**config.mk**
```make
export PLATFORM = sky130hd
export DESIGN_NAME = writeback_queue
export DESIGN_NICKNAME = d
export VERILOG_FILES = /design/src/rtl/wb_pkg.sv /design/src/rtl/wb_fifo.sv /design/src/rtl/writeback_queue.sv
export SDC_FILE = /design/constraint.sdc
export NUM_CORES = 1
export LEC_CHECK = 0
export ABC_CLOCK_PERIOD_IN_PS = 5820
export CORE_MARGIN = 2
export CORE_UTILIZATION = 55
export DETAILED_ROUTE_END_ITERATION = 8
export PLACE_DENSITY_LB_ADDON = 0.3
export SKIP_LAST_GASP = 1
export SYNTH_ARGS = -nofsm -noshare
export SYNTH_HDL_FRONTEND = slang
export SYNTH_SLANG_ARGS = --single-unit
```
**constraint.sdc**
```tcl
create_clock -name CLK -period 5.82 [get_ports CLK]
set_input_delay 1.164 -clock CLK [delete_from_list [all_inputs] [get_ports CLK]]
set_output_delay 1.164 -clock CLK [all_outputs]
set_load 0.005 [all_outputs]
```
**src/rtl/wb_pkg.sv**
```systemverilog
// Shared types and helpers for the writeback queue: the queued entry layout and
// the forwarding address-match rule.
package wb_pkg;

    localparam int REG_ADDR_W = 5;
    localparam int DATA_W     = 32;

    typedef struct packed {
        logic [REG_ADDR_W-1:0] reg_addr;
        logic [DATA_W-1:0]     data;
    } wb_entry_t;

    // Register 0 is hard-wired, so it never produces a forwarding hit.
    function automatic logic fwd_match(input wb_entry_t entry,
                                       input logic [REG_ADDR_W-1:0] addr);
        return (addr != '0) && (entry.reg_addr == addr);
    endfunction

endpackage

```
**src/rtl/wb_fifo.sv**
```systemverilog
// Circular entry store with two ordered write ports and one pop port; exposes all
// entries oldest-first so the forwarding search can walk them by age.
module wb_fifo
    import wb_pkg::*;
#(
    parameter  int DEPTH = 4,
    localparam int PTR_W = $clog2(DEPTH),
    localparam int CNT_W = $clog2(DEPTH + 1)
) (
    input  logic                  clk,
    input  logic                  rst,
    input  logic                  wr0_en,
    input  wb_entry_t             wr0_entry,
    input  logic                  wr1_en,
    input  wb_entry_t             wr1_entry,
    input  logic                  pop,
    output logic [CNT_W-1:0]      count,
    output wb_entry_t [DEPTH-1:0] slots
);

    logic [PTR_W-1:0] head;
    logic [PTR_W-1:0] tail;
    logic             pop_ok;
    wb_entry_t        store [DEPTH];

    assign pop_ok = pop && (count != '0);

    always_ff @(posedge clk) begin
        if (rst) begin
            head  <= '0;
            tail  <= '0;
            count <= '0;
        end else begin
            head  <= head + PTR_W'(pop_ok);
            tail  <= tail + PTR_W'(wr0_en) + PTR_W'(wr1_en);
            count <= count + CNT_W'(wr0_en) + CNT_W'(wr1_en) - CNT_W'(pop_ok);
        end
    end

    // Port 0 is the older request, so port 1 lands one slot behind it when both write.
    always_ff @(posedge clk) begin
        if (wr0_en) begin
            store[tail] <= wr0_entry;
        end
        if (wr1_en) begin
            store[tail + PTR_W'(wr0_en)] <= wr1_entry;
        end
    end

    always_comb begin
        for (int i = 0; i < DEPTH; i++) begin
            slots[PTR_W'(i)] = store[head + PTR_W'(i)];
        end
    end

endmodule

```
**src/rtl/writeback_queue.sv**
```systemverilog
// Register-file writeback buffer: merges load and ALU write requests, retires one
// per cycle through a registered write port, and forwards the youngest pending value.
module writeback_queue #(
    parameter  int DEPTH  = 4,
    parameter  int ADDR_W = 5,
    parameter  int DATA_W = 32,
    localparam int CNT_W  = $clog2(DEPTH + 1),
    localparam int PTR_W  = $clog2(DEPTH)
) (
    input  logic              CLK,
    input  logic              RST,
    input  logic              MemValid,
    input  logic [ADDR_W-1:0] MemReg,
    input  logic [DATA_W-1:0] MemData,
    output logic              MemReady,
    input  logic              AluValid,
    input  logic [ADDR_W-1:0] AluReg,
    input  logic [DATA_W-1:0] AluData,
    output logic              AluReady,
    input  logic              Hold,
    output logic              RegWre,
    output logic [ADDR_W-1:0] WriteReg,
    output logic [DATA_W-1:0] WriteData,
    input  logic [ADDR_W-1:0] ReadReg1,
    input  logic [ADDR_W-1:0] ReadReg2,
    output logic              Fwd1Valid,
    output logic [DATA_W-1:0] Fwd1Data,
    output logic              Fwd2Valid,
    output logic [DATA_W-1:0] Fwd2Data,
    output logic [CNT_W-1:0]  Count
);
    import wb_pkg::*;

    logic [CNT_W-1:0]      free;
    logic                  mem_push;
    logic                  alu_push;
    logic                  pop;
    wb_entry_t             mem_entry;
    wb_entry_t             alu_entry;
    wb_entry_t [DEPTH-1:0] slots;
    logic [ADDR_W-1:0]     lookup_addr [2];
    logic                  fwd_valid   [2];
    logic [DATA_W-1:0]     fwd_data    [2];

    // Space comes from the registered count only; a same-cycle pop frees nothing.
    assign free     = CNT_W'(DEPTH) - Count;
    assign MemReady = !RST && (free != '0);
    assign AluReady = !RST && ((free >= CNT_W'(2)) || ((free == CNT_W'(1)) && !MemValid));

    // Writes to register 0 complete the handshake but are dropped.
    assign mem_push = MemValid && MemReady && (MemReg != '0);
    assign alu_push = AluValid && AluReady && (AluReg != '0);
    assign pop      = !Hold && (Count != '0);

    assign mem_entry = '{reg_addr: MemReg, data: MemData};
    assign alu_entry = '{reg_addr: AluReg, data: AluData};

    wb_fifo #(
        .DEPTH(DEPTH)
    ) u_fifo (
        .clk      (CLK),
        .rst      (RST),
        .wr0_en   (mem_push),
        .wr0_entry(mem_entry),
        .wr1_en   (alu_push),
        .wr1_entry(alu_entry),
        .pop      (pop),
        .count    (Count),
        .slots    (slots)
    );

    always_ff @(posedge CLK) begin
        if (RST) begin
            RegWre    <= 1'b0;
            WriteReg  <= '0;
            WriteData <= '0;
        end else if (pop) begin
            RegWre    <= 1'b1;
            WriteReg  <= slots[0].reg_addr;
            WriteData <= slots[0].data;
        end else begin
            RegWre    <= 1'b0;
        end
    end

    assign lookup_addr[0] = ReadReg1;
    assign lookup_addr[1] = ReadReg2;

    // Youngest queued entry wins; the value on the write port is the oldest candidate.
    always_comb begin
        for (int p = 0; p < 2; p++) begin
            fwd_valid[p] = 1'b0;
            fwd_data[p]  = '0;
            for (int i = DEPTH - 1; i >= 0; i--) begin
                if (!fwd_valid[p] && (CNT_W'(i) < Count) &&
                    fwd_match(slots[PTR_W'(i)], lookup_addr[p])) begin
                    fwd_valid[p] = 1'b1;
                    fwd_data[p]  = slots[PTR_W'(i)].data;
                end
            end
            if (!fwd_valid[p] && RegWre && (lookup_addr[p] != '0) &&
                (WriteReg == lookup_addr[p])) begin
                fwd_valid[p] = 1'b1;
                fwd_data[p]  = WriteData;
            end
        end
    end

    assign Fwd1Valid = fwd_valid[0];
    assign Fwd1Data  = fwd_data[0];
    assign Fwd2Valid = fwd_valid[1];
    assign Fwd2Data  = fwd_data[1];

endmodule

```
==> results of run 1 <==
kinds of logic (layout without fill, tap and decap cells):
kind of cell	count (synthesis)	after routing	synth area share
AND/OR/NAND/NOR	262	262	0.0923
multiplexers	247	247	0.239
AO/OA/AOI/OAI	283	283	0.181
XOR/XNOR	34	34	0.0229
adder cells (fa/ha/maj)	13	13	0.0136
flip-flops	193	193	0.410
buffers and inverters	123	283	0.0414
routing by layer:
metal | vias to the layer above | wire (µm) | track usage
met1 | 5149 | 15300 | 0.403
li1 | 4691 | - | -
met2 | 551 | 18800 | 0.511
met5 | - | 13 | 0
met3 | 85 | 3510 | 0.0665
met4 | 2 | 1290 | 0.126
critical path: stages:
cell	delay (ps)
clkdlybuf4s50_1	440
buf_4	170
xnor2_1	120
a211o_1	310
a2111oi_4	410
buf_12	400
nand2_1	100
a221oi_1	570
clkdlybuf4s50_1	620
synthesized netlist by cell type (26+ instances only):
cell | count | share of area
a211o_1 | 33 | 0.022
a21oi_1 | 141 | 0.054
a221oi_2 | 31 | 0.036
buf_2 | 44 | 0.017
clkbuf_1 | 44 | 0.013
dfxtp_1 | 45 | 0.069
edfxtp_1 | 148 | 0.34
mux2_2 | 168 | 0.15
mux2i_1 | 45 | 0.035
mux4_2 | 34 | 0.059
nand2_1 | 72 | 0.021
nor2_1 | 123 | 0.035
nor3b_1 | 35 | 0.020
o22ai_1 | 32 | 0.015
o2bb2a_4 | 26 | 0.040
per-stage QoR:
stage          hold slack, ps   util
3_5_place_dp              495  0.657
4_1_cts                   505  0.683
6_report                  505  0.683
3_3_place_gp              495  0.657
5_1_grt                   533  0.683
2_1_floorplan             478      -
state kept, by name, indices dropped and copies added (netlist names):
| register | count |
|---|---|
| u_fifo.store | 148 |
| u_fifo.head | 2 |
| WriteReg | 5 |
| RegWre | 1 |
| u_fifo.count | 3 |
| u_fifo.tail | 2 |
| WriteData | 32 |
power by group:
group	internal, mW	switching [mW]	total, mW
registers	1.79	0.241	2.04
logic	1.19	1.51	2.70
clock network	0.660	0.602	1.26
layout make-up:
type                            count  area [µm²]  share of cell area
Clock buffer                       17         425              0.0267
Tap cell                          319         399              0.0250
Clock inverter                     15         196              0.0123
Multi-Input combinational cell    839        7260               0.455
Timing Repair Buffer              231        2230               0.140
Sequential cell                   193        5350               0.336
Inverter                           20        75.1             0.00471
worst max path at each step:
stage / endpoint / slack, ps / start
4_1_cts: Fwd2Data[12] / 350 / ReadReg2[2]
5_1_grt: Fwd2Data[0] / 140 / ReadReg2[4]
6_report: Fwd2Data[0] / 300 / ReadReg2[1]
3_3_place_gp: Fwd2Data[14] / 360 / ReadReg2[0]
3_5_place_dp: Fwd2Data[23] / 360 / ReadReg2[2]
2_1_floorplan: u_fifo.store[1][0] / 760 / RST
==> run_results.csv, run 1 <==
group,metric,value,unit
power,ir_drop,0.248,mV
cells_and_area,final_common_cell,"clkdlybuf4s50_1",
outcome,status,"completed",
route,vias_per_cell,6.41,
power,powerDensity,376,nW/µm²
placement,dp.cells,1602,
floorplan,initial_utilization,0.558,
floorplan,fp.dieArea,24900,µm²
placement,place_ws,357,ps
placement,place_congestion,0.847,
clock_network,cts_resized,0,
cells_and_area,nNetsFinal,1404,
yosys,yosysUniqueCellTypes,48,
timing,worst_pin_slew,1160,ps
global_routing,grt-ovfl-total,0,
clock_network,root_buffer,"clkbuf_16",
timing,hold_viol_final,0,
yosys,synth_edf_count,148,
clock_network,clock_sinks,193,
timing,setup-tns-final,0,ps
route,drtPass1Iterations,6,
timing,fin_crit_sh,0.948,
yosys,async_flop_share,0,
critical_path,r2r_end,"u_fifo.store[2][18]",
timing,fin_ws,305,ps
cells_and_area,design_area,15900,µm²
cells_and_area,stdcell_count,1634,
critical_path,critPathKind,"in -> out",
yosys,netlist_instances,1155,
clock_network,numCtsBuffers,17,
timing,period_minus_slack,5520,ps
clock_network,ctsHtreeMaxLevel,4,
timing,slew_headroom,0.224,
floorplan,die_w,158,µm
critical_path,required,4660,ps
clock_network,path_clk_slew,70,ps
timing,setup_viol,0,
timing,max_freq,181,MHz
yosys,ys_ff_latch,193,
min_path,hold_class,"reg -> reg",
yosys,syn_nets,1257,
floorplan,ios,198,
critical_path,crit_arrival,4350,ps
power,total_power,6.00,mW
route,detail-route-antenna-nets,0,
global_routing,grt_use_total,0.311,
clock_network,cts_tree,"built",
timing,rsz0062_at_grt,"no",
global_routing,antenna_found_initial,1,
cells_and_area,syn_to_final_growth,22.4,%
clock_network,clk_latency,450,ps
critical_path,cp-end-kind,"primary output",
floorplan,coreArea,23300,µm²
clock_network,holdBufCountCts,0,
critical_path,r2r-start,"u_fifo.count[0]",
placement,io_buffer_count,197,
route,drt_wl_total,38.9,mm
clock_network,post-cts-setup-buffers,0,
yosys,synth.avg_cell_area,11.3,µm²
floorplan,die_height,158,µm
min_path,holdPathStages,2,
critical_path,r2r_cells,11,
global_routing,grt_pass1_wl,58.1,mm
min_path,hold_end,"WriteData[0]",
route,vias,10478,
route,drc,0,
yosys,ys.flop_type,"edfxtp_1",
cells_and_area,final_cell_mix,"clkdlybuf4s50_1, mux2_2, edfxtp_1",
yosys,seq_area_frac_synth,0.410,
cells_and_area,drive_gt1_frac,0.267,
route,drt-wirelength-per-cell,23.8,µm
global_routing,grt_max_degree,98,
yosys,syn-cell-area,13000,µm²
critical_path,timing.reg2reg.setup_slack,2000,ps
min_path,holdCritStartpoint,"WriteData[0]",
cells_and_area,diodes,0,
placement,placed_area,15300,µm²
clock_network,cts_buffer_depth,2,
timing,slew_violations,0,
run,drv_cap,0,
power,p_leak,5.31,nW
critical_path,crit_fanout,97,
critical_path,start_kind,"input pin",
placement,dp_hpwl,25.1,mm
timing,fin_skew,10.7,ps
global_routing,grt_pass1_vias,10176,
yosys,synth_warnings,0,
cells_and_area,fill_cells,1760,
route,drt_iter0_drc,1033,
floorplan,rows,56,
(Power assumes the default switching activity.)
==> run 2, diff against run 1 <==
--- a/config.mk
+++ b/config.mk
@@ -5,7 +5,7 @@
 export SDC_FILE = /design/constraint.sdc
 export NUM_CORES = 1
 export LEC_CHECK = 0
-export ABC_CLOCK_PERIOD_IN_PS = 5820
+export ABC_CLOCK_PERIOD_IN_PS = 5900
 export CORE_MARGIN = 2
 export CORE_UTILIZATION = 55
 export DETAILED_ROUTE_END_ITERATION = 8
==> constraint.sdc (replaced) <==
create_clock -name CLK -period 5.9 [get_ports CLK]
set_input_delay 1.18 -clock CLK [delete_from_list [all_inputs] [get_ports CLK]]
set_output_delay 1.18 -clock CLK [all_outputs]
set_load 0.005 [all_outputs]
==> run 2 against run 1 <==
Final cell count is 0.37% lower. Global-route usage is 0.97 points lower. Worst setup slack better by 200 ps. Flip-flop and latch count stayed put. First-iteration DRC count is 6.7% higher.
==> run_results.csv, run 2 (synthesized netlist as in run 1, its figures left out) <==
group,metric,value,unit
global_routing,grt-ovfl-total,0,
timing,slew_violations,0,
route,drt-wirelength-per-cell,22.8,µm
critical_path,start_kind,"flop",
timing,setup_viol,0,
floorplan,rows,56,
floorplan,fp.dieArea,24900,µm²
critical_path,r2r_cells,11,
timing,fin_ws,506,ps
power,powerDensity,367,nW/µm²
critical_path,cp-end-kind,"primary output",
timing,setup-tns-final,0,ps
placement,placed_area,15300,µm²
clock_network,numCtsBuffers,17,
clock_network,root_buffer,"clkbuf_16",
cells_and_area,regMostFlops,"u_fifo.store",
min_path,hold_class,"reg -> reg",
critical_path,r2r-start,"u_fifo.count[1]",
clock_network,holdBufCountCts,0,
cells_and_area,largestRegisters,"u_fifo.store: 148 flops, WriteData: 32 flops, WriteReg: 5 flops",
timing,max_freq,185,MHz
global_routing,grt_use_total,0.302,
critical_path,r2r_end,"u_fifo.store[2][12]",
clock_network,cts_tree,"built",
route,detail-route-antenna-nets,0,
global_routing,grt_pass1_vias,10145,
placement,place_ws,608,ps
floorplan,coreArea,23300,µm²
global_routing,busiest_layer,"met2",
cells_and_area,nNetsFinal,1397,
route,drt_iter0_drc,1102,
global_routing,antenna_found_initial,1,
clock_network,cts_resized,0,
route,vias,10374,
critical_path,crit_arrival,4210,ps
cells_and_area,syn_to_final_growth,22.0,%
min_path,holdCritStartpoint,"WriteData[0]",
clock_network,cts_buffer_depth,2,
route,vias_per_cell,6.37,
timing,holdWs,515,ps
critical_path,critPathLaunch,"u_fifo.head[1]",
timing,fin_crit_sh,0.914,
route,drt_wl_total,37.1,mm
cells_and_area,design_area,15900,µm²
run,drv_cap,0,
clock_network,clk_latency,450,ps
placement,io_buffer_count,197,
global_routing,met3_usage,0.0528,
timing,worst_pin_slew,1050,ps
critical_path,required,4720,ps
timing,period_minus_slack,5390,ps
placement,place_congestion,0.889,
clock_network,clock_sinks,193,
cells_and_area,final_common_cell,"clkdlybuf4s50_1",
outcome,status,"completed",
timing,hold_viol_final,0,
global_routing,grt.met1_usage,0.404,
global_routing,grt_pass1_wl,56.9,mm
timing,fin_skew,12.9,ps
timing,rsz0062_at_grt,"no",
clock_network,ctsHtreeMaxLevel,4,
floorplan,die_w,158,µm
route,drtPass1Iterations,7,
cells_and_area,largest_reg_flops,148,
global_routing,use_met2,0.489,
global_routing,grt_max_degree,98,
power,ir_drop,0.212,mV
critical_path,critPathKind,"reg -> out",
floorplan,die_height,158,µm
cells_and_area,final_cell_mix,"clkdlybuf4s50_1, mux2_2, edfxtp_1",
clock_network,path_clk_slew,80,ps
critical_path,crit_fanout,31,
clock_network,post-cts-setup-buffers,0,
critical_path,timing.reg2reg.setup_slack,2060,ps
floorplan,ios,198,
placement,dp_hpwl,24.1,mm
cells_and_area,drive_gt1_frac,0.263,
critical_path,worstSetupEndpoint,"Fwd1Data[23]",
power,total_power,5.83,mW
power,p_leak,5.27,nW
route,drc,0,
timing,slew_headroom,0.303,
floorplan,initial_utilization,0.558,
-- run 2: changes by cell type in the layout (fill, tap and decap cells not counted), sizes merged --
cell / before / now
buf: 35 / 28
bufinv: 2 / 1
clkinv: 5 / 6
clkinvlp: 1 / 0
diode: 0 / 1
inv: 27 / 28
-- run 2: worst min-delay path by stage --
stage | endpoint | cells after the start
5_1_grt | WriteData[14] | 2
3_3_place_gp | WriteData[14] | 2
4_1_cts | WriteData[0] | 2
2_1_floorplan | WriteData[0] | 2
6_report | WriteData[0] | 2
3_5_place_dp | WriteData[5] | 2
-- run 2: cell type report --
cell class                      count  area (µm²)
Tap cell                          319         399
Clock buffer                       17         425
Multi-Input combinational cell    839        7260
Clock inverter                     15         183
Fill cell                        1720        7440
Timing Repair Buffer              224        2190
Inverter                           20        75.1
Sequential cell                   193        5350
Antenna cell                        1        2.50
-- run 2: through the flow --
stage / instances / utilization
after detailed placement: 1595 / 0.655
after floorplan: 1155 / -
after global placement: 1595 / 0.655
after global routing: 1628 / 0.681
final: 1628 / 0.681
after CTS: 1627 / 0.681
-- run 2: power by group --
group / switching [mW] / internal, mW
Clock: 0.584 / 0.613
Combinational: 1.47 / 1.16
Sequential: 0.227 / 1.77
-- run 2: worst max-delay path: stages, from the launching register on --
cell and delay (ps):
dfxtp_4 700, mux4_2 660, xnor2_1 190, nand4_1 220, or3_2 910, buf_4 330
o2bb2a_4 200, clkdlybuf4s50_1 510
-- run 2: layer usage --
metal  share of wire  vias up
li1                -     4681
met1            0.42     5131
met2            0.48      490
met3           0.074       72
met4           0.030        0
met5               0        -
